File: src/rtl/xs3_counter_pkg.sv
// Excess-3 digit codes, digit type and legal-code check shared by the
// counter and the converter side.
package xs3_pkg;

   typedef logic [3:0] xs3_t;

   localparam xs3_t XS3_ZERO = 4'b0011;
   localparam xs3_t XS3_NINE = 4'b1100;
   localparam xs3_t XS3_STEP = 4'b0001;

   function automatic logic xs3_valid(input xs3_t d);
      return (d >= XS3_ZERO) && (d <= XS3_NINE);
   endfunction

endpackage

File: src/rtl/xs3_counter_if.sv
// Control/data bundle of the XS-3 decade counter; master drives controls,
// slave (the counter) drives q, tc and load_err.
interface xs3_counter_if #(
   parameter int unsigned NDIG = 2
);

   logic                clr;
   logic                load;
   logic [4*NDIG-1:0]   load_val;
   logic                en;
   logic                dir;
   logic [4*NDIG-1:0]   q;
   logic                tc;
   logic                load_err;

   modport master (
      output clr, load, load_val, en, dir,
      input  q, tc, load_err
   );

   modport slave (
      input  clr, load, load_val, en, dir,
      output q, tc, load_err
   );

endinterface

File: src/rtl/xs3_counter_digit.sv
// One XS-3 decade cell: steps the digit by one in the selected direction
// and flags a carry (up) or borrow (down) when it wraps.
module xs3_digit
   import xs3_pkg::*;
(
   input  xs3_t i_digit,
   input  logic en_in,
   input  logic dir,
   output xs3_t o_digit_next,
   output logic carry_out
);

   always_comb begin
      o_digit_next = i_digit;
      carry_out    = 1'b0;
      if (en_in) begin
         if (dir) begin
            if (i_digit == XS3_ZERO) begin
               o_digit_next = XS3_NINE;
               carry_out    = 1'b1;
            end else begin
               o_digit_next = i_digit - XS3_STEP;
            end
         end else begin
            if (i_digit == XS3_NINE) begin
               o_digit_next = XS3_ZERO;
               carry_out    = 1'b1;
            end else begin
               o_digit_next = i_digit + XS3_STEP;
            end
         end
      end
   end

endmodule

File: src/rtl/xs3_counter.sv
// Multi-digit XS-3 decade counter with validated parallel load and terminal
// count. Down counting is built only when XS3_CNT_DOWN_EN is defined.
module xs3_counter
   import xs3_pkg::*;
#(
   parameter int unsigned NDIG = 2
)
(
   input  logic              clk,
   input  logic              rst,
   xs3_counter_if.slave      bus
);

   localparam logic [4*NDIG-1:0] ALL_ZERO = {NDIG{XS3_ZERO}};

   logic [4*NDIG-1:0] r_q;
   logic              r_load_err;
   logic [4*NDIG-1:0] w_next;
   logic [NDIG-1:0]   w_en;
   logic [NDIG-1:0]   w_carry;
   logic              w_step;
   logic              w_dir;
   logic              w_load_ok;

`ifdef XS3_CNT_DOWN_EN
   assign w_dir = bus.dir;
`else
   logic w_unused_dir;
   assign w_unused_dir = bus.dir;
   assign w_dir        = 1'b0;
`endif

   assign w_step = bus.en & ~bus.load & ~bus.clr;

   always_comb begin
      w_load_ok = 1'b1;
      for (int unsigned i = 0; i < NDIG; i++) begin
         if (!xs3_valid(bus.load_val[4*i +: 4])) begin
            w_load_ok = 1'b0;
         end
      end
   end

   for (genvar g = 0; g < NDIG; g++) begin : g_digit
      if (g == 0) begin : g_first
         assign w_en[g] = w_step;
      end else begin : g_rest
         assign w_en[g] = w_carry[g-1];
      end

      xs3_digit u_digit (
         .i_digit      (r_q[4*g +: 4]),
         .en_in        (w_en[g]),
         .dir          (w_dir),
         .o_digit_next (w_next[4*g +: 4]),
         .carry_out    (w_carry[g])
      );
   end

   // w_next equals r_q whenever w_step is low, so the hold case needs no branch.
   always_ff @(posedge clk or posedge rst) begin
      if (rst) begin
         r_q        <= ALL_ZERO;
         r_load_err <= 1'b0;
      end else begin
         r_load_err <= 1'b0;
         if (bus.clr) begin
            r_q <= ALL_ZERO;
         end else if (bus.load) begin
            if (w_load_ok) begin
               r_q <= bus.load_val;
            end else begin
               r_load_err <= 1'b1;
            end
         end else begin
            r_q <= w_next;
         end
      end
   end

   // The top digit only carries when every digit is at its wrap code while
   // stepping, which is exactly the terminal-count condition.
   assign bus.tc       = w_carry[NDIG-1];
   assign bus.q        = r_q;
   assign bus.load_err = r_load_err;

endmodule
File: src/flat_wrapper.sv
// flat-port wrapper written by rule: the top's interface ports become plain ports
module xs3_counter_flat import xs3_pkg::*;
#(
   parameter int unsigned NDIG = 2
)
  (clk, rst, bus_clr, bus_load, bus_load_val, bus_en, bus_dir, bus_q, bus_tc, bus_load_err);
  xs3_counter_if #(.NDIG(NDIG)) bus_i ();
  input  logic clk;
  input  logic rst;
  input wire logic [$bits(bus_i.clr)-1:0] bus_clr;
  input wire logic [$bits(bus_i.load)-1:0] bus_load;
  input wire logic [$bits(bus_i.load_val)-1:0] bus_load_val;
  input wire logic [$bits(bus_i.en)-1:0] bus_en;
  input wire logic [$bits(bus_i.dir)-1:0] bus_dir;
  output wire logic [$bits(bus_i.q)-1:0] bus_q;
  output wire logic [$bits(bus_i.tc)-1:0] bus_tc;
  output wire logic [$bits(bus_i.load_err)-1:0] bus_load_err;
  assign bus_i.clr = bus_clr;
  assign bus_i.load = bus_load;
  assign bus_i.load_val = bus_load_val;
  assign bus_i.en = bus_en;
  assign bus_i.dir = bus_dir;
  assign bus_q = bus_i.q;
  assign bus_tc = bus_i.tc;
  assign bus_load_err = bus_i.load_err;
  xs3_counter #(.NDIG(NDIG)) u_core (.clk(clk), .rst(rst), .bus(bus_i));
endmodule
File: config.mk
export PLATFORM = sky130hd
export DESIGN_NAME = xs3_counter_flat
export DESIGN_NICKNAME = d
export VERILOG_FILES = /design/src/rtl/xs3_counter_pkg.sv /design/src/rtl/xs3_counter_if.sv /design/src/rtl/xs3_counter_digit.sv /design/src/rtl/xs3_counter.sv /design/src/flat_wrapper.sv
export SDC_FILE = /design/constraint.sdc
export NUM_CORES = 1
export LEC_CHECK = 0
export CAP_MARGIN = 20
export CORE_AREA = 4 4 41 43
export DETAILED_ROUTE_END_ITERATION = 6
export DIE_AREA = 0 0 45 47
export DONT_BUFFER_PORTS = 1
export GPL_ROUTABILITY_DRIVEN = 0
export MAX_ROUTING_LAYER = met4
export PLACE_DENSITY = 0.68
export SLEW_MARGIN = 5
export SYNTH_ARGS = -nofsm -noshare
export SYNTH_HDL_FRONTEND = slang
export SYNTH_SLANG_ARGS = --single-unit
File: constraint.sdc
create_clock -name clk -period 3 [get_ports clk]
set_input_delay 0.15 -clock clk [delete_from_list [all_inputs] [get_ports clk]]
set_output_delay 0.15 -clock clk [all_outputs]
set_load 0.02 [all_outputs]
==> run_results.csv <==
group,metric,value,unit
detailed_routing,viasPerCell,6.18,
timing,skew,0.00136,ns
worst_setup_path,worstPathMaxFanout,7,
synth,synth_top_area_share,17.8,%
synth,syn_inst,84,
clock_network,htreeDepth,1,
synth,yosys_warnings,0,
detailed_routing,wirelength,1.56,mm
synth,async_flop_share,100,%
outcome,status,"finished clean",
floorplan,core,1300,µm²
power,leakagePower,0.000346,µW
layout,regArea,230,µm²
layout,drive_gt1_share,14.0,%
worst_setup_path,reg2reg_to,"u_core.bus.q[7]",
global_route,grt_max_degree,18,
synth,synth.most_common_cell,"nor2_1",
synth,netlist_top_cells_count,"nor2_1 (13), a21oi_1 (6), nand2_1 (6), dfrtp_1 (5), inv_1 (5)",
worst_setup_path,rr_worst_depth,7,
worst_setup_path,regToRegStartpoint,"u_core.bus.q[0]",
synth,syn_area_per_cell,8.39,µm²
synth,ys_types,31,
clock_network,clkSinkCount,9,
timing,final_max_slew_viol_count,0,
timing,rsz0062_at_grt,"false",
worst_setup_path,cp-end-kind,"primary output",
floorplan,chipWidth,45,µm
hold_path,hold_path_depth,1,
detailed_routing,drtIter0Drc,9,
synth,synth-seq-cells,9,
synth,synth-edff-count,0,
hold_path,min_from,"bus_clr",
layout,nNetsFinal,105,
synth,synth_ff_type,"dfrtp_1",
worst_setup_path,cp-start-kind,"flip-flop",
clock_network,cts_buffer_depth,2,
global_route,antenna_found_initial,0,
timing,slew_headroom,40.3,%
clock_network,cts-resized-gates,0,
clock_network,cts_tree,"yes",
timing,tns,0,ns
clock_network,clk_pin_slew_worst_paths,0.06,ns
clock_network,clock_latency,0.25,ns
global_route,grt_pass1_vias,637,
synth,synth.area.top_cells,"dfrtp_1 (18%), dfstp_2 (15%), ha_1 (7.1%)",
detailed_routing,drc,0,
timing,setup_viol,0,
timing,max_freq,494,MHz
worst_setup_path,r2r_setup_slack,1.20,ns
clock_network,cts_buffers,3,
hold_path,hold_path_end,"u_core.bus.q[0]",
detailed_routing,drtAntennaViolNets,0,
timing,worstMarginPinSlew,0.887,ns
worst_setup_path,cp.arrival,1.87,ns
placement,dp_hpwl,1.25,mm
floorplan,dieArea,2120,µm²
placement,port_buffers,0,
timing,layout_min_cycle_time,2.02,ns
floorplan,die_y,47,µm
global_route,grt_use_total,17.9,%
global_route,grt_pass1_wl,2.64,mm
layout,fillers,121,
layout,area_delta_synth_final,4.80,%
layout,multi_input_area,434,µm²
floorplan,io_pins,24,
worst_setup_path,crit_type,"reg2out",
synth,ys_seq_area_share,32.7,%
hold_path,hold_path_class,"in2reg",
synth,yosysTopAreaCell,"dfrtp_1",
floorplan,start_util,54.1,%
detailed_routing,firstDrtPassIters,4,
floorplan,num_rows,13,
power,irDropWorstVdd,363,µV
synth,syn_nets,102,
power,total_power,363,µW
global_route,grt_overflow,0,
timing,post-route-period-util,67.4,%
timing,hold_viol,0,
worst_setup_path,critPathRequiredTime,2.85,ns
synth,synth_area,704,µm²
detailed_routing,detail_route.wl_per_cell,15.4,µm
job,maxCapViolCount,0,
power,power_density,492,nW/µm²
layout,insertedDiodeCount,0,
clock_network,root_buffer,"clkbuf_4",
detailed_routing,vias,624,
## final cells by class
cell class	instances	share of cell area, %
flip-flops and latches	9	31.2
inverters	5	2.54
multi-input cells	67	58.8
well taps	15	2.54
repair buffers	1	1.36
clock buffers	4	3.56
## cell families (layout without fill, tap and decap cells)
logic type      after synthesis  count (layout)  synth area share, %
compound gates               23              23                 22.0
fa+ha+maj                     4               4                 7.11
flops                         9               9                 32.7
mux                           6               6                 9.06
buf+inv                       8              10                 5.68
simple gates                 34              34                 23.4
## sequential cells by signal, indices dropped and copies added (netlist names)
name	cells
u_core.bus.load_err	1
u_core.bus.q	8
## layout by cell type (no fill, tap or decap), types with 2 or more instances in the layout
| cell type | Yosys | layout |
|---|---|---|
| dfstp_2 | 4 | 4 |
| mux2_2 | 3 | 3 |
| a31oi_1 | 4 | 4 |
| a21oi_1 | 6 | 6 |
| nor3_1 | 2 | 2 |
| nor2_1 | 13 | 13 |
| a211oi_1 | 2 | 2 |
| nand3_1 | 2 | 2 |
| nand2b_1 | 2 | 2 |
| ha_1 | 4 | 4 |
| dfrtp_1 | 5 | 5 |
| clkbuf_4 | 0 | 3 |
| inv_1 | 5 | 5 |
| mux2i_1 | 3 | 3 |
| o21a_1 | 2 | 2 |
| nand2_1 | 6 | 6 |
| nor2b_1 | 4 | 4 |
| a21o_1 | 2 | 2 |
## report_power, final
part / leakage, µW / internal [µW] / switching [µW]
Sequential: 0.000108 / 143 / 45.1
Combinational: 0.000223 / 44.6 / 41.1
Clock: 0.0000150 / 51.0 / 38.4
Total: 0.000346 / 239 / 124
## worst max path at each step
stage | startpoint | endpoint | slack [ns]
final | u_core.bus.q[0] | bus_tc | 0.98
after global routing | u_core.bus.q[0] | bus_tc | 0.88
after CTS | u_core.bus.q[0] | bus_tc | 0.94
after detailed placement | u_core.bus.q[0] | u_core.bus.q[7] | 1.19
after global placement | u_core.bus.q[0] | u_core.bus.q[7] | 1.22
after floorplan | u_core.bus.q[0] | u_core.bus.q[7] | 1.35
## metal layers
metal	share of wire, %	vias to the layer above	track usage, %	routed length (µm)
met5	0	-	-	0
met4	0.90	0	4.09	14
met3	6.9	2	8.05	108
met2	52	21	29.7	817
met1	40	299	19.6	617
li1	-	302	-	-
## what timing repair did
| item | 4_1_cts | 5_1_grt |
|---|---|---|
| hold endpoints to repair | 5 | 0 |
| buffers inserted | 0 | 0 |
| hold buffers | 1 | 0 |
## worst max-delay path, stage by stage (launching register included)
cell and delay, ns:
dfstp_2 0.43, inv_1 0.08, ha_1 0.18, nand4_1 0.16
nor4_1 0.77
## through the flow
step	utilization (%)	area [µm²]	hold slack, ns	worst slack (ns)	std cells
floorplan	-	704	-0.0249	1.35	84
detailed placement	53.9	702	0.0101	1.19	96
finish	56.7	738	0.0234	0.977	101
global placement	53.9	702	0.00386	1.22	96
CTS	56.7	738	0.0253	0.939	101
global route	56.7	738	0.0265	0.878	101
No activity file was read; power rests on OpenSTA's default activity.
